File: config.mk
export PLATFORM = sky130hd
export DESIGN_NAME = serializer_ctrl
export DESIGN_NICKNAME = d
export VERILOG_FILES = /design/src/rtl/serializer_ctrl.sv
export SDC_FILE = /design/constraint.sdc
export NUM_CORES = 1
export LEC_CHECK = 0
export ABC_CLOCK_PERIOD_IN_PS = 2600
export CORE_MARGIN = 2
export CORE_UTILIZATION = 49
export CTS_CLUSTER_DIAMETER = 80
export CTS_CLUSTER_SIZE = 25
export DETAILED_ROUTE_END_ITERATION = 8
export GPL_TIMING_DRIVEN = 1
export PLACE_DENSITY = 0.79
export RECOVER_POWER = 25
export SYNTH_ARGS = -nofsm -noshare
export SYNTH_HDL_FRONTEND = slang
export SYNTH_SLANG_ARGS = --single-unit
File: constraint.sdc
create_clock -name clk -period 2.6 [get_ports clk]
set_input_delay 0.52 -clock clk [delete_from_list [all_inputs] [get_ports clk]]
set_output_delay 0.52 -clock clk [all_outputs]
set_load 0.005 [all_outputs]
File: src/rtl/serializer_ctrl.sv
// Two-requester word serializer that drives an external 74165 shift register.
// Round-robin accepts a byte, strobes the parallel load, and clocks out 8 bits.
module serializer_ctrl #(
   parameter int CLK_DIV    = 2,
   parameter int GAP_CYCLES = 2
) (
   input  logic        clk,
   input  logic        reset_n,
   input  logic        enable,
   input  logic        valid0,
   input  logic        valid1,
   input  logic [7:0]  data0,
   input  logic [7:0]  data1,
   output logic        ready0,
   output logic        ready1,
   output logic [7:0]  par_data,
   output logic        par_load_n,
   output logic        ser_clk,
   output logic        frame,
   output logic        grant_ch,
   output logic        busy,
   output logic [15:0] words_sent
);

   typedef enum logic [1:0] {IDLE, LOAD, SHIFT, GAP} state_t;

   localparam logic [7:0] DIV_LAST = 8'(CLK_DIV - 1);
   localparam logic [7:0] GAP_LAST = 8'(GAP_CYCLES - 1);

   if (CLK_DIV < 1 || CLK_DIV > 255) begin : g_bad_div
      $error("serializer_ctrl: CLK_DIV out of range 1..255");
   end
   if (GAP_CYCLES < 1 || GAP_CYCLES > 255) begin : g_bad_gap
      $error("serializer_ctrl: GAP_CYCLES out of range 1..255");
   end

   state_t      state_q, state_d;
   logic [7:0]  cnt_q, cnt_d;
   logic [2:0]  bit_q, bit_d;
   logic        ser_clk_q, ser_clk_d;
   logic        load_n_q, load_n_d;
   logic        frame_q, frame_d;
   logic        ready0_q, ready0_d;
   logic        ready1_q, ready1_d;
   logic [7:0]  data_q, data_d;
   logic        grant_q, grant_d;
   logic        prio_q, prio_d;
   logic        armed_q, armed_d;
   logic        busy_q, busy_d;
   logic [15:0] words_q, words_d;
   logic        pick;

   // prio: channel preferred when both request (0 = ch0).
   function automatic logic pick_ch(input logic v0, input logic v1, input logic pri);
      return (v0 && v1) ? pri : v1;
   endfunction

   assign pick = pick_ch(valid0, valid1, prio_q);

   always_comb begin
      state_d   = state_q;
      cnt_d     = cnt_q;
      bit_d     = bit_q;
      ser_clk_d = 1'b0;
      load_n_d  = 1'b1;
      frame_d   = frame_q;
      ready0_d  = 1'b0;
      ready1_d  = 1'b0;
      data_d    = data_q;
      grant_d   = grant_q;
      prio_d    = prio_q;
      words_d   = words_q;
      // armed_q blocks acceptance on the first edge after reset releases
      armed_d   = 1'b1;

      case (state_q)
         IDLE: begin
            if (armed_q && enable && (valid0 || valid1)) begin
               grant_d  = pick;
               prio_d   = ~pick;
               data_d   = pick ? data1 : data0;
               ready0_d = ~pick;
               ready1_d = pick;
               load_n_d = 1'b0;
               frame_d  = 1'b1;
               cnt_d    = 8'd0;
               state_d  = LOAD;
            end
         end
         LOAD: begin
            load_n_d = 1'b0;
            frame_d  = 1'b1;
            if (cnt_q == DIV_LAST) begin
               load_n_d = 1'b1;
               cnt_d    = 8'd0;
               bit_d    = 3'd0;
               state_d  = SHIFT;
            end else begin
               cnt_d = cnt_q + 8'd1;
            end
         end
         SHIFT: begin
            ser_clk_d = ser_clk_q;
            if (cnt_q == DIV_LAST) begin
               cnt_d     = 8'd0;
               ser_clk_d = ~ser_clk_q;
               if (ser_clk_q) begin
                  if (bit_q == 3'd7) begin
                     frame_d = 1'b0;
                     words_d = words_q + 16'd1;
                     state_d = GAP;
                  end else begin
                     bit_d = bit_q + 3'd1;
                  end
               end
            end else begin
               cnt_d = cnt_q + 8'd1;
            end
         end
         GAP: begin
            if (cnt_q == GAP_LAST) begin
               cnt_d   = 8'd0;
               state_d = IDLE;
            end else begin
               cnt_d = cnt_q + 8'd1;
            end
         end
         default: state_d = IDLE;
      endcase

      busy_d = (state_d != IDLE);
   end

   always_ff @(posedge clk) begin
      if (!reset_n) begin
         state_q   <= IDLE;
         cnt_q     <= 8'd0;
         bit_q     <= 3'd0;
         ser_clk_q <= 1'b0;
         load_n_q  <= 1'b1;
         frame_q   <= 1'b0;
         ready0_q  <= 1'b0;
         ready1_q  <= 1'b0;
         data_q    <= 8'h00;
         grant_q   <= 1'b0;
         prio_q    <= 1'b0;
         armed_q   <= 1'b0;
         busy_q    <= 1'b0;
         words_q   <= 16'd0;
      end else begin
         state_q   <= state_d;
         cnt_q     <= cnt_d;
         bit_q     <= bit_d;
         ser_clk_q <= ser_clk_d;
         load_n_q  <= load_n_d;
         frame_q   <= frame_d;
         ready0_q  <= ready0_d;
         ready1_q  <= ready1_d;
         data_q    <= data_d;
         grant_q   <= grant_d;
         prio_q    <= prio_d;
         armed_q   <= armed_d;
         busy_q    <= busy_d;
         words_q   <= words_d;
      end
   end

   // The 74165 loads asynchronously, so a shift edge during load would corrupt the word.
   a_load_no_shift: assert property (@(posedge clk) disable iff (!reset_n)
      !load_n_q |-> !ser_clk_q);

   assign ready0     = ready0_q;
   assign ready1     = ready1_q;
   assign par_data   = data_q;
   assign par_load_n = load_n_q;
   assign ser_clk    = ser_clk_q;
   assign frame      = frame_q;
   assign grant_ch   = grant_q;
   assign busy       = busy_q;
   assign words_sent = words_q;

endmodule

==> results.ini <==
[pwr]
p_leak_nw = 1.07
peakVddDrop_mv = 0.441
finalPower_mw = 1.34
p_per_area_nw_per_um2 = 480

[critical_path]
crit_slowest_cell = clkbuf_1
critical-path-top-delay-family = buffers and inverters
critical_path_class = in -> reg
cp.arrival_ps = 2370
worst-path-buf-inv = 2
crit_required_ps = 2780
start_kind = input pin
cp_cell_sequence = dlygate4sd3_1 > o211a_1 > and2_1 > clkbuf_1 > mux2i_1 > nor2_1
critical_path.max_fanout = 19
cp_slowest_stage_delay_ps = 620
crit_path_end_kind = flop

[sta]
drv_slew = 0
skew_ps = 3.88
setup_tns_ps = 0
whs_ps = 463
setup_viol_count_final = 0
slew_headroom = 0.471
fmaxAchievable_ghz = 0.457
fin_crit_ps = 2190
rsz0062_at_grt = false
finalHoldViolCount = 0
min_period_over_period = 0.842
worst_pin_slew_ps = 793

[synthesis]
synthTopCellsByCount = dfxtp_1, nor2_1, a21oi_1, nand2_1, o21ai_0
synth.distinct_cells = 43
syn_area_um2 = 2150
ys.flop_type = dfxtp_1
synth_seq_area_share = 0.429
ys_ff_latch = 46
synthDominantCellAreaShare = 0.429
ys_warn_count = 0
syn_nets = 265
synth_top_area_cell = dfxtp_1
synth-edff-count = 0
synth.area.top_cells = dfxtp_1, mux2i_1, nor2_1
synth_most_common_cell = dfxtp_1
syn_avg_cell_area_um2 = 8.99
async_flop_share = 0
syn_inst = 239

[placed_design]
dp_hpwl_um = 3450
gp_congestion = 0.844
dp.cells = 337
portBuffers = 51

[final_layout]
final_cells = 345
final_nets = 318
final_layout_size_suffix_gt1_frac = 0.0717
area_growth_pct = 30.0
num_antenna_cells = 0
fin_util = 0.650

[global_route]
grt_usage = 0.201
antenna_found_initial = 0
grt_max_degree = 28
grt_pass1_wl_um = 8010
overflow = 0
grt_pass1_vias = 1830

[cts]
cts_hold_buf = 0
clkSlewWorstSetupHoldPaths_ps = 80
cts-root-buf = clkbuf_8
cts_buffer_depth = 2
cts_tree = built
htreeDepth = 2
clock_latency_ps = 290
ctsResizeCount = 0
cts_sinks = 46
postCtsSetupBuffers = 0
numCtsBuffers = 5

[detailed_routing]
finalWirelength_um = 4760
via_count = 1926
drtIter0Drc = 72
wl_per_cell_um = 13.8
drtPass1Iterations = 4
ant_nets = 0
drc = 0
routed_via_density = 5.58

[floorplan]
core-area_um2 = 4290
fp.dieH_um = 70.2
initial_utilization = 0.500
row_count = 24
dieWidth_um = 70.2
die_area_um2 = 4930
num_io_pins = 52

[run_status]
status = finished clean

[job]
max_cap_viol_count = 0

[min_path]
hold_path_class = reg -> reg

==> layer usage <==
| metal | GRT usage | vias to the layer above | wire (um) |
|---|---|---|---|
| met5 | 0 | - | 0 |
| met4 | 0.0641 | 0 | 58 |
| met3 | 0.0548 | 10 | 239 |
| met2 | 0.332 | 56 | 2330 |
| met1 | 0.254 | 890 | 2130 |
| li1 | - | 970 | - |
==> metrics by stage <==
stage | cell area, um2 | worst slack [ps]
2_1_floorplan | 2150 | 801
3_3_place_gp | 2710 | 597
3_5_place_dp | 2710 | 555
4_1_cts | 2800 | 514
5_1_grt | 2790 | 220
6_report | 2790 | 411
==> flip-flops by register name, indices dropped and copies added, names as in the netlist <==
register	count
bit_q	3
words_sent	16
ready0	1
grant_ch	1
ser_clk	1
busy	1
prio_q	1
ready1	1
frame	1
par_load_n	1
par_data	8
state_q	2
armed_q	1
cnt_q	8
==> worst paths after layout <==
kind / from / endpoint / cells after the start / slack [ps]
worst max-delay path: valid0 / prio_q / 6 / 410
worst min-delay path: bit_q[2] / bit_q[2] / 2 / 460
worst max register to register: state_q[0] / prio_q / 5 / 460
worst min register to register: bit_q[2] / bit_q[2] / 2 / 460
==> logic make-up (layout without fill, tap and decap cells) <==
kind of cell / after synthesis / after routing / synth area share
xor gates and xnor gates: 7 / 7 / 0.0285
DFF: 46 / 46 / 0.429
AOI/OAI and AO/OA: 55 / 55 / 0.153
adders and majority gates: 5 / 5 / 0.0291
muxes: 12 / 12 / 0.0565
and+or+nand+nor: 95 / 95 / 0.260
buffers and inverters: 19 / 73 / 0.0437
==> placed cells by master, fill, tap and decap left out, types with 2 or more instances in the layout <==
cell	synthesis	layout
dlygate4sd3_1	0	15
and2_1	3	3
xnor2_1	2	2
o211ai_1	2	2
nand4_4	2	2
ha_1	5	5
nand3_1	4	4
nand4_1	9	9
nor2_1	28	28
xor2_1	5	5
mux2i_1	11	11
clkbuf_1	5	4
or2_0	2	2
dfxtp_1	46	46
clkbuf_8	0	6
a21oi_1	20	20
or4_1	2	2
nor2b_1	3	3
nand2_1	15	15
o21ai_0	14	13
nor3_1	4	4
or3_1	5	5
clkdlybuf4s50_1	0	36
a31oi_1	3	3
inv_1	6	6
or3_2	4	4
and3_1	5	5
a211oi_1	11	11
buf_4	3	5
and4_1	2	2
==> power by group <==
part / internal, mW / total, mW / switching (mW) / leakage [nW]
Clock: 0.215 / 0.444 / 0.230 / 0.0482
Combinational: 0.0844 / 0.159 / 0.0747 / 0.651
Sequential: 0.724 / 0.737 / 0.0131 / 0.373
==> worst register-to-register path, cell delays in order (launching register included) <==
cell and delay, ps:
dfxtp_1 410, nor2_1 440, and2_1 250, clkbuf_1 620
mux2i_1 260, nor2_1 60
==> cell type report <==
class,count,area [um2]
clock inverter,1,5.00
fill,359,1500
multi-input combinational,174,1130
clock buffer,7,86.3
sequential,46,921
inverter,6,22.5
tap,52,65.1
timing repair buffer,59,559
(Power assumes the default switching activity.)
==> variant 1: new RTL, same settings <==
Re-encode `state_t` (4 states) as one-hot, 4 bits wide.
--- a/src/rtl/serializer_ctrl.sv
+++ b/src/rtl/serializer_ctrl.sv
@@ -23,5 +23,5 @@
 );
 
-   typedef enum logic [1:0] {IDLE, LOAD, SHIFT, GAP} state_t;
+   typedef enum logic [3:0] {IDLE = 4'b0001, LOAD = 4'b0010, SHIFT = 4'b0100, GAP = 4'b1000} state_t;
 
    localparam logic [7:0] DIV_LAST = 8'(CLK_DIV - 1);
Formal check against the unedited RTL: no difference found for any inputs over 10 cycles, from zero or initial values and one cycle with reset_n low; not proved beyond that.
==> variant 1 against the original RTL <==
Final area up 6.0%. Maximum frequency grew 5.5%. Setup slack gained 0.11 ns. Area after synthesis increased by 7.3%. Synthesized cell count rose by 7.5%. Register-to-register slack better by 0.12 ns. Wire length grew 14%. Sequential cell count grew 2. Sequential power grew 3.8%. Cell count is 4.6% higher. Total power is 1.9% higher.
==> variant 1: results (changes against the original RTL) <==
| Metric | Value |
|---|---|
| Leading post-synthesis cells by cell area | dfxtp_1 (42%), a21oi_1 (4.8%), mux2i_1 (4.8%) |
| Critical Path Slowest Stage Cell | or3_1 |
| Worst path arrival time | 2.30 ns (-0.07 ns) |
| FILL cells | 366 (+1.9%) |
| Final Skew | 0.00522 ns (+0.00134 ns) |
| Vias in the first global route | 1996 (+9.1%) |
| Synth Area in XOR/XNOR | 0.0152 (-0.0133) |
| Layout cells sized above 1 | 0.0777 (+0.00600) |
| Worst path top cell family by delay | simple AND/OR/NAND/NOR gates |
| GRT Total Usage | 0.219 (+0.0186) |
| Worst slew pin tran | 0.586 ns (-0.207 ns) |
| Via density | 5.98 (+7.1%) |
| Worst-path maximum fanout | 10 (-9) |
| Global-route wire length before repair | 9080 um (+13%) |
| Adder-cell share of the synthesized area | 0.0271 (-0.00198) |
| Met2 Use GR | 0.358 (+0.0253) |
| Mux contribution to synthesized area | 0.0527 (-0.00383) |
| Yosys cell types | 45 (+4.7%) |
| Async S/R FF share, synth | 0 (unchanged) |
| Met3 wire len | 298 um (+25%) |
| Final net count | 334 (+5.0%) |
| Pre-antenna DRT Iters | 5 (+1) |
| Met1 wire length | 2370 um (+12%) |
| Post-detail-place hpwl | 3910 um (+13%) |
| Met1 Use GR | 0.291 (+0.0373) |
| Lkg Pwr | 1.13 nW (+5.0%) |
| Synth Area in Compound Gates | 0.183 (+0.0303) |
| Clock tree buffer depth | 2 (unchanged) |
| Status | finished, final reports clean |
| DR WL met2 | 2680 um (+15%) |
| Sequential share of the synthesized area | 0.417 (-0.0117) |
| Drt initial violations | 129 (+79%) |
| Worst vdd ir | 0.421 mV (-4.6%) |
| Met3 Use GR | 0.0428 (-0.0120) |
| Gpl congestion | 0.837 (-0.83%) |
| List of most frequent post-synthesis cells | dfxtp_1 (48), a21oi_1 (22), nand2_1 (17), nor2_1 (17), nand3_1 (12) |
| Crit path largest cell delay | 0.52 ns (-0.10 ns) |
variant 1: cell types whose count changed after synthesis, moves of 4 or more:
| cell | change |
|---|---|
| o21ai_0 | -5 |
| or3_2 | -4 |
| o31ai_1 | +9 |
| nor2_1 | -11 |
| a31oi_1 | +6 |
| or4_1 | +9 |
| clkbuf_1 | +6 |
| nand3_1 | +8 |
variant 1: final cells by class:
type / count / share of cell area
multi-input combinational: 185 / 0.420
sequential: 48 / 0.325
timing repair buffer: 59 / 0.192
clock buffer: 8 / 0.0304
tap: 52 / 0.0220
inverter: 9 / 0.0114
variant 1: stage by stage:
step | utilization | std cells | area [um2] | power [mW] | worst slack (ns)
after floorplan | - | 257 | 2300 | 0.852 | 0.732
after global placement | 0.646 | 353 | 2870 | 0.928 | 0.374
after detailed placement | 0.646 | 353 | 2870 | 0.930 | 0.290
after CTS | 0.667 | 361 | 2960 | 1.38 | 0.564
after global routing | 0.666 | 361 | 2960 | 1.42 | 0.284
final | 0.666 | 361 | 2960 | 1.37 | 0.524
variant 1: worst paths after layout:
kind	start	to	slack, ns	depth (start not counted)
worst min register to register	bit_q[1]$_SDFFE_PN0P_	bit_q[1]$_SDFFE_PN0P_	0.47	2
worst max register to register	state_q[1]$_SDFF_PN0_	par_data[5]$_SDFFE_PN0P_	0.58	5
worst min-delay path	bit_q[1]$_SDFFE_PN0P_	bit_q[1]$_SDFFE_PN0P_	0.47	2
worst max-delay path	valid1	cnt_q[3]$_SDFFE_PN0P_	0.52	5
variant 1: report_power, final:
part / switching [mW] / internal, mW / total, mW
Combinational: 0.0641 / 0.0769 / 0.141
Sequential: 0.0120 / 0.753 / 0.765
Clock: 0.242 / 0.217 / 0.459
==> variant 2: new RTL, config.mk and constraints unchanged <==
Without the edit above. Take the reset off `data_q` and load it in a clocked block of its own.
--- a/src/rtl/serializer_ctrl.sv
+++ b/src/rtl/serializer_ctrl.sv
@@ -142,5 +142,4 @@
          ready0_q  <= 1'b0;
          ready1_q  <= 1'b0;
-         data_q    <= 8'h00;
          grant_q   <= 1'b0;
          prio_q    <= 1'b0;
@@ -157,5 +156,4 @@
          ready0_q  <= ready0_d;
          ready1_q  <= ready1_d;
-         data_q    <= data_d;
          grant_q   <= grant_d;
          prio_q    <= prio_d;
@@ -164,4 +162,8 @@
          words_q   <= words_d;
       end
+   end
+
+   always_ff @(posedge clk) begin
+      data_q <= data_d;
    end
 
Behaviour: differs if reset_n is asserted again (counterexample within 4 cycles, from zero or initial values and one cycle with reset_n low); with reset_n held inactive, the same outputs for 10 cycles.
==> variant 2 against the original RTL <==
Area after synthesis down 2.6%. Via count shrank 4.7%. Hold slack lost 0.0042 ns. Total power fell by 3.7%. Sequential power increased by 2%. Wire length down 3.4%. Final area down 2.0%. Setup slack improved by 0.054 ns. Sequential share of layout area grew 3.6 points. Sequential cell count is the same.
==> variant 2: results (changes against the original RTL) <==
| Metric | Value |
|---|---|
| Status | finished, final reports clean |
| Crit path largest cell delay | 0.51 ns (-0.11 ns) |
| Layout Cell Area excl Fill | 2740 um2 (-2.0%) |
| Async S/R FF share, synth | 0 (unchanged) |
| Met1 Use GR | 0.271 (+0.0174) |
| Largest net degree at the start of global routing | 21 (-25%) |
| Register area | 1000 um2 (+8.7%) |
| Global-route wire length before repair | 7720 um (-3.6%) |
| Routed via count | 1835 (-4.7%) |
| Worst slew pin tran | 0.558 ns (-0.235 ns) |
| Multi-In Gates | 156 (-10%) |
| Sequential share of the synthesized area | 0.478 (+0.0498) |
| Seq cells | 46 (unchanged) |
| Syn nets | 243 (-8.3%) |
| Worst vdd ir | 0.379 mV (-14%) |
| Placement Setup Slack | 0.488 ns (-0.0673 ns) |
| Post-detail-place hpwl | 3380 um (-1.9%) |
| Buffers, non-clock | 58 (-1.7%) |
| Drt initial violations | 67 (-6.9%) |
| Final Skew | 0.00305 ns (-0.000828 ns) |
| Worst-path maximum fanout | 10 (-9) |
| Layout clock area frac | 0.0297 (-0.00300) |
| Worst path arrival time | 2.35 ns (-0.02 ns) |
| FILL cells | 340 (-5.3%) |
| Gpl congestion | 0.916 (+8.6%) |
| Fraction of area in multi-input gates | 0.371 (-0.0353) |
| Leading post-synthesis cells by cell area | dfxtp_1 (36%), edfxtp_1 (11%), mux2_2 (4.3%) |
| Post-synth EDFFs | 8 (+8) |
| Layout cells sized above 1 | 0.0876 (+0.0159) |
| Met1 wire length | 2330 um (+9.8%) |
| Met2 Use GR | 0.303 (-0.0289) |
| Non-clock buffer share | 0.203 (+0.00266) |
| Vias in the first global route | 1709 (-6.6%) |
| DR WL met2 | 1990 um (-15%) |
| Worst path top cell family by delay | simple AND/OR/NAND/NOR gates |
| Yosys cell types | 45 (+4.7%) |
## variant 2: changes by cell type in the layout (fill, tap and decap cells not counted), moves of 8 or more
cell      delta
dfxtp_1      -8
mux2i_1      -9
or4_1        +8
nor2_1      -14
a211oi_1     -9
edfxtp_1     +8
## variant 2: stage by stage
step | hold slack (ns) | cells | total power, mW | utilization
after floorplan | 0.436 | 217 | 0.833 | -
after global placement | 0.446 | 316 | 0.901 | 0.658
after detailed placement | 0.452 | 316 | 0.905 | 0.658
after CTS | 0.463 | 324 | 1.30 | 0.678
after global routing | 0.490 | 324 | 1.34 | 0.675
final | 0.459 | 324 | 1.29 | 0.675
## variant 2: path summary, 6_finish.rpt
| kind | startpoint | to | slack [ns] | cells past startpoint |
|---|---|---|---|---|
| setup reg to reg | cnt_q[0]$_SDFFE_PN0P_ | words_sent[4]$_SDFFE_PN0P_ | 0.47 | 6 |
| setup / recovery | cnt_q[0]$_SDFFE_PN0P_ | words_sent[4]$_SDFFE_PN0P_ | 0.47 | 6 |
| hold / removal | bit_q[1]$_SDFFE_PN0P_ | bit_q[1]$_SDFFE_PN0P_ | 0.46 | 2 |
| hold reg to reg | bit_q[1]$_SDFFE_PN0P_ | bit_q[1]$_SDFFE_PN0P_ | 0.46 | 2 |
## variant 2: power breakdown
| group | switching, mW | internal [mW] | total [mW] |
|---|---|---|---|
| registers | 0.00957 | 0.743 | 0.752 |
| clock network | 0.222 | 0.185 | 0.407 |
| logic | 0.0596 | 0.0712 | 0.131 |
| total | 0.291 | 0.999 | 1.29 |
## variant 2: cells by family (layout without fill, tap and decap cells)
family	Yosys count	after routing	synth area share
simple gates	83	83	0.216
buf+inv	15	72	0.0335
fa+ha+maj	5	5	0.0299
flops	46	46	0.478
xor+xnor	6	6	0.0251
compound gates	52	52	0.164
mux	10	10	0.0526
